## src/rtl/axi_stream_pkt_arbiter.sv

```systemverilog
// Packet-granular round-robin N:1 AXI Stream arbiter with zero-latency passthrough.
// Define AXI_STREAM_PKT_ARB_STATS_EN to add per-source completed-packet counters (pkt_cnt_o).

package axi_stream_pkt_arbiter_pkg;
    typedef struct packed {
        logic [31:0] data;
        logic [3:0]  strb;
        logic [3:0]  keep;
        logic        last;
        logic [3:0]  id;
        logic [3:0]  dest;
        logic [3:0]  user;
    } axis_chan_t;

    typedef struct packed {
        axis_chan_t t;
        logic       tvalid;
    } axis_req_t;

    typedef struct packed {
        logic tready;
    } axis_rsp_t;
endpackage

module axi_stream_pkt_arbiter #(
    parameter int unsigned NumInp = 2,
    parameter type axi_stream_req_t = axi_stream_pkt_arbiter_pkg::axis_req_t,
    parameter type axi_stream_rsp_t = axi_stream_pkt_arbiter_pkg::axis_rsp_t,
    parameter int unsigned IdxWidth = (NumInp > 1) ? $clog2(NumInp) : 1,
    parameter int unsigned CntWidth = 16
) (
    input  logic                clk_i,
    input  logic                rst_ni,
    input  axi_stream_req_t     in_req_i [NumInp],
    output axi_stream_rsp_t     in_rsp_o [NumInp],
    output axi_stream_req_t     out_req_o,
    input  axi_stream_rsp_t     out_rsp_i,
`ifdef AXI_STREAM_PKT_ARB_STATS_EN
    output logic [CntWidth-1:0] pkt_cnt_o [NumInp],
`endif
    output logic [IdxWidth-1:0] idx_o,
    output logic                locked_o
);

    localparam logic [0:0] StIdle   = 1'b0;
    localparam logic [0:0] StLocked = 1'b1;

    logic [0:0]          state_q, state_d;
    logic [IdxWidth-1:0] rr_ptr_q, rr_ptr_d;
    logic [IdxWidth-1:0] gnt_q, gnt_d;
    logic [IdxWidth-1:0] gnt_c, sel;
    logic [31:0]         pos;
    logic                any_valid, conn, hs_last;

    function automatic logic [IdxWidth-1:0] next_idx(input logic [IdxWidth-1:0] i);
        if (32'(i) == NumInp - 1) return '0;
        return i + 1'b1;
    endfunction

    // First valid source at or after rr_ptr_q, wrapping modulo NumInp.
    always_comb begin
        gnt_c     = rr_ptr_q;
        any_valid = 1'b0;
        pos       = '0;
        for (int unsigned k = 0; k < NumInp; k++) begin
            pos = (32'(rr_ptr_q) + k) % NumInp;
            if (!any_valid && in_req_i[pos[IdxWidth-1:0]].tvalid) begin
                gnt_c     = pos[IdxWidth-1:0];
                any_valid = 1'b1;
            end
        end
    end

    // Handshake: a beat transfers when out tvalid && out tready; tvalid of the selected
    // source is never gated by tready, and a presented beat keeps its owner until accepted.
    always_comb begin
        sel       = (state_q == StLocked) ? gnt_q : gnt_c;
        conn      = rst_ni && ((state_q == StLocked) || any_valid);
        out_req_o = '0;
        for (int unsigned i = 0; i < NumInp; i++) in_rsp_o[i] = '0;
        if (conn) begin
            out_req_o     = in_req_i[sel];
            in_rsp_o[sel] = out_rsp_i;
        end
    end

    assign hs_last  = out_req_o.tvalid && out_rsp_i.tready && out_req_o.t.last;
    assign idx_o    = conn ? sel : gnt_q;
    assign locked_o = (state_q == StLocked);

    // Idle locks on any presented beat that does not complete a packet, handshake or not.
    always_comb begin
        state_d  = state_q;
        rr_ptr_d = rr_ptr_q;
        gnt_d    = gnt_q;
        if (state_q == StIdle) begin
            if (out_req_o.tvalid) begin
                gnt_d = gnt_c;
                if (hs_last) rr_ptr_d = next_idx(gnt_c);
                else         state_d  = StLocked;
            end
        end else if (hs_last) begin
            state_d  = StIdle;
            rr_ptr_d = next_idx(gnt_q);
        end
    end

    always_ff @(posedge clk_i) begin
        if (!rst_ni) begin
            state_q  <= StIdle;
            rr_ptr_q <= '0;
            gnt_q    <= '0;
        end else begin
            state_q  <= state_d;
            rr_ptr_q <= rr_ptr_d;
            gnt_q    <= gnt_d;
        end
    end

`ifdef AXI_STREAM_PKT_ARB_STATS_EN
    logic [CntWidth-1:0] cnt_q [NumInp];
    logic [CntWidth-1:0] cnt_d [NumInp];

    always_comb begin
        for (int unsigned i = 0; i < NumInp; i++) cnt_d[i] = cnt_q[i];
        if (hs_last) cnt_d[sel] = cnt_q[sel] + 1'b1;
    end

    always_ff @(posedge clk_i) begin
        for (int unsigned i = 0; i < NumInp; i++) begin
            if (!rst_ni) cnt_q[i] <= '0;
            else         cnt_q[i] <= cnt_d[i];
        end
    end

    assign pkt_cnt_o = cnt_q;
`endif

endmodule

```

## config.mk

```make
export PLATFORM = sky130hd
export DESIGN_NAME = axi_stream_pkt_arbiter
export DESIGN_NICKNAME = d
export VERILOG_FILES = /design/src/rtl/axi_stream_pkt_arbiter.sv
export SDC_FILE = /design/constraint.sdc
export NUM_CORES = 1
export LEC_CHECK = 0
export CAP_MARGIN = 20
export CORE_ASPECT_RATIO = 1.75
export CORE_MARGIN = 4
export CORE_UTILIZATION = 20
export DETAILED_ROUTE_END_ITERATION = 16
export PLACE_DENSITY = 0.88
export SYNTH_ARGS = -nofsm -noshare
export SYNTH_HDL_FRONTEND = slang
export SYNTH_SLANG_ARGS = --single-unit
```

## constraint.sdc

```tcl
create_clock -name clk_i -period 2 [get_ports clk_i]
set_input_delay 0.4 -clock clk_i [delete_from_list [all_inputs] [get_ports clk_i]]
set_output_delay 0.4 -clock clk_i [all_outputs]
set_load 0.01 [all_outputs]
```

======== Yosys cells after proc, flatten, opt, wreduce, memory -nomap -nowiden ========
Cells that the tools add are included.
storage, ports and cells
  bits in registers ....................... 3
operators by class
  multiplexer cells ....................... 36
  $lt $le $gt $ge ......................... 4
  $add $sub $neg .......................... 3
  bitwise operators ....................... 5
  reduce and logical (&&, ||, !) cells .... 10
operators with widths
  kind                                                                           number
  54-bit 2-to-1 mux                                                              4
  1-bit 2-to-1 mux                                                               30
  2-bit greater-or-equal comparator (second input constant)                      3
  1-bit inverter with 2-bit output                                               3
  1-bit logical AND                                                              5
  2-bit AND reduction                                                            2
  1-bit adder (second input constant)                                            3
  2-bit AND                                                                      1
  2-bit by 1-bit less-than comparator with 1-bit output (second input constant)  1
  2-bit 2-to-1 mux                                                               1
  2-bit nonzero test                                                             1
  1-bit demux with 1-bit select                                                  1
  1-bit zero test                                                                1
  1-bit logical OR                                                               1
  1-bit inverter                                                                 1

======== Longest topological paths before layout ========
  depth in word-level cells ............... 23
  gate-level depth with buffers ........... 6
  mapped depth without buffers ............ 5

======== Least setup slack after synthesis ========
No wires, ideal clock.
  path kind ............................... flip-flop to output port
  start ................................... register state_q (netlist: locked_o)
  end ..................................... output port out_req_o[10] (netlist bit)
  path buffers ............................ 2
  arrival ................................. 1292 ps
  cell stages (with the launch flop) ...... 7
  required time ........................... 1600 ps
  path slack .............................. 308 ps
  cells stage by stage .................... dfxtp_1 -> inv_2 -> a31oi_4 -> nor2b_2 -> buf_6 -> buf_6 -> a22o_1
RTL lines
  element                 line  RTL
  start, declared         48    logic [0:0] state_q, state_d;
  start signal, assigned  110   state_q <= StIdle;
  start signal, assigned  114   state_q <= state_d;
  end, declared           36    output axi_stream_req_t out_req_o,

==> impl_metrics.tcl <==
set metrics [dict create \
    totalWireLength_um 6416 \
    setup_viol 48 \
    grt_use_met3 0.06309 \
    cp_num_buf_inv 6 \
    grt_overflow 0 \
    wl_per_cell_um 18.33 \
    slew_headroom 0.8693 \
    synthesis.area_um2 892.1 \
    hold_slack_ns 0.5443 \
    htree_levels 1 \
    grtUsageMet1 0.1592 \
    drive_above_1_share 0.3821 \
    power_switching_share 0.3146 \
    die_area_mm2 0.005635 \
    r2r-start "locked_o" \
    fillCellCount 334 \
    numPortBuffers 168 \
    placed_cells 324 \
    grt_use_met2 0.4310 \
    viasPerCell 4.960 \
    row_count 31 \
    clockRootBuffer "clkbuf_8" \
    finClkSkew_ns 0.005759 \
    max-vdd-ir-drop_mv 0.4337 \
    grt_pass1_wl_um 8680 \
    worstPathArrival_ns 1.71 \
    p_int_mw 0.6923 \
    hp-start "locked_o" \
    p_leak_nw 1.362 \
    p_per_area_mw_per_mm2 351.2 \
    pin_count 169 \
    crit_required_ns 1.60 \
    ant_nets 0 \
    grt_max_degree 16 \
    drt_drc_violations_left 0 \
    grt_use_total 0.2001 \
    clk-insertion-delay-late_ns 0.22 \
    area_delta_synth_final_pct 222.4 \
    slowest_stage "dfxtp_4" \
    cts.sinks 3 \
    cts_made_buffers 3 \
    routabilityCongestion 0.8123 \
    vias 1736 \
    cap_violations 0 \
    fp.dieW_um 58.49 \
    violations "negative setup slack" \
    dpl_cell_area_mm2 0.002701 \
    fin_nets 413 \
    synth.distinct_cells 24 \
    cts_tree "yes" \
    finalHoldViolCount 0 \
    drt_iter0_drc 43 \
    dr.pass1.iters 4 \
    core_area_mm2 0.004228 \
    cp_slowest_stage_delay_ns 0.36 \
    dp_hpwl_um 4454 \
    fin_ws_ns -0.1136 \
    finalCriticalPeriod_ns 2.114 \
    layout.cells.non_filler 350 \
    p_clk_frac 0.183 \
    path_common_cell "buf_6" \
    critPathMaxFanout 5 \
    post-route-util 0.6804 \
    seq_area_frac_synth 0.06732 \
    busiest_layer "met2" \
    outcome "complete, but fails checks" \
    rsz0062_at_grt "true" \
    syn-num-nets 210 \
    grt_antenna_before_repair 0 \
    synthCells 99 \
    clkTransAtPathRegs_ns 0.03 \
    power_frac_comb 0.748 \
    cts_buffer_depth 2 \
    p_switching_mw 0.3178 \
    ys_ff_latch 3 \
    critPathKind "reg -> out" \
    path_cells "buf_6, inv_4, a31oi_4, nor2b_4, buf_8, buf_12, buf_6, a22o_1, buf_2" \
    post-route-period-util 1.057 \
    max_freq_mhz 473.1 \
    n_antenna_cell 0 \
    cts_hold_buffers 0 \
    first_global_vias 1808 \
    final_cell_mix "108 x clkdlybuf4s50_1, 54 x buf_2, 52 x a22o_1, 23 x buf_4, 8 x buf_6" \
    stdcell_area_mm2 0.002877 \
    yosysWarnings 0 \
    worstMarginPinSlew_ns 0.1935 \
    die_h_um 96.35 \
    setup.worst_path.end_class "primary output" \
    avgSynthCellArea_um2 9.011 \
    sequentialPowerShare 0.069 \
    startpoint "locked_o" \
    final_common_cell "clkdlybuf4s50_1" \
    start_kind "flip-flop" \
    drv_slew 0 \
    start_util 0.2110 \
    cp_top_family "buffers and inverters" \
    hold_path_class "reg -> reg" \
]
[cell type report]
type / count / area, µm² / share of cell area
repair buffers: 211 / 1989 / 0.6916
multi-input cells: 82 / 709.4 / 0.2466
well taps: 49 / 61.31 / 0.02131
clock buffers: 4 / 45.04 / 0.01566
inverters: 1 / 6.256 / 0.002175
flip-flops and latches: 3 / 65.06 / 0.02262
[kinds of logic (layout without fill, tap and decap cells)]
family,after synthesis,count (layout),share of synthesized area
AOI/OAI and AO/OA,61,61,0.6227
buffers and inverters,14,216,0.1599
DFF,3,3,0.06732
muxes,1,1,0.01122
and+or+nand+nor,20,20,0.1389
[stage by stage]
step	setup slack, ns	setup TNS, ns	power, mW
after detailed placement	-0.7672	-40.65	0.7688
after floorplan	0.3080	0	0.3172
final	-0.1136	-1.822	1.010
after global routing	-0.1468	-4.327	1.056
after global placement	-0.7278	-39.31	0.7575
after CTS	-0.1454	-3.659	1.006
[power by group through the flow]
stage	sequential, mW	combinational, mW	clock, mW
after global placement	0.0700	0.687	0
after global routing	0.0702	0.796	0.190
after detailed placement	0.0700	0.699	0
after floorplan	0.0706	0.247	0
final	0.0698	0.755	0.185
after CTS	0.0692	0.752	0.185
[final timing paths]
| check | to | slack (ns) | depth (start not counted) |
|---|---|---|---|
| setup / recovery | out_req_o[25] | -0.11 | 9 |
| hold / removal | locked_o | 0.54 | 1 |
| setup reg to reg | rr_ptr_q | 0.41 | 9 |
| hold reg to reg | locked_o | 0.54 | 1 |
[repair_timing]
action,4_1_cts,5_1_grt
pin swaps,16,8
resized for setup,230,27
cloned,7,2
endpoints found under the setup margin,57,55
buffers inserted,10,3
hold endpoints to repair,0,0
[worst register-to-register path, cell delays in order (launching register included)]
cell,delay [ns]
dfxtp_4,0.35
buf_4,0.14
nor2b_4,0.13
a21boi_4,0.08
buf_4,0.14
buf_4,0.12
o22ai_2,0.12
buf_4,0.14
nand3_1,0.12
mux2i_1,0.14
[layer usage]
layer,vias to the layer above,share of wire
li1,814,-
met5,-,0
met4,0,0.017
met3,12,0.10
met1,788,0.30
met2,122,0.58
[registers in the layout, summed over array words and instances (netlist names)]
register / cells
gnt_q: 1
locked_o: 1
rr_ptr_q: 1
[synthesized netlist by cell type]
master / instances / area [µm²]
a21boi_0: 1 / 7.510
a21boi_4: 1 / 18.77
a21oi_1: 1 / 5.000
a22o_1: 52 / 455.4
a31oi_4: 1 / 21.27
a41oi_1: 1 / 8.760
and2_1: 3 / 18.77
and2b_1: 1 / 7.510
buf_6: 12 / 135.1
clkbuf_1: 1 / 3.750
dfxtp_1: 3 / 60.06
inv_2: 1 / 3.750
mux2i_1: 1 / 10.01
nand2_1: 7 / 26.28
nand2_2: 1 / 6.260
nand2b_2: 1 / 8.760
nand3_1: 2 / 10.01
nor2b_1: 1 / 6.260
nor2b_2: 3 / 26.28
nor2b_4: 1 / 13.76
o211ai_1: 1 / 7.510
o22a_1: 1 / 8.760
o22ai_2: 1 / 12.51
o311a_1: 1 / 10.01
Note: power is estimated with default switching activity, not from simulation.
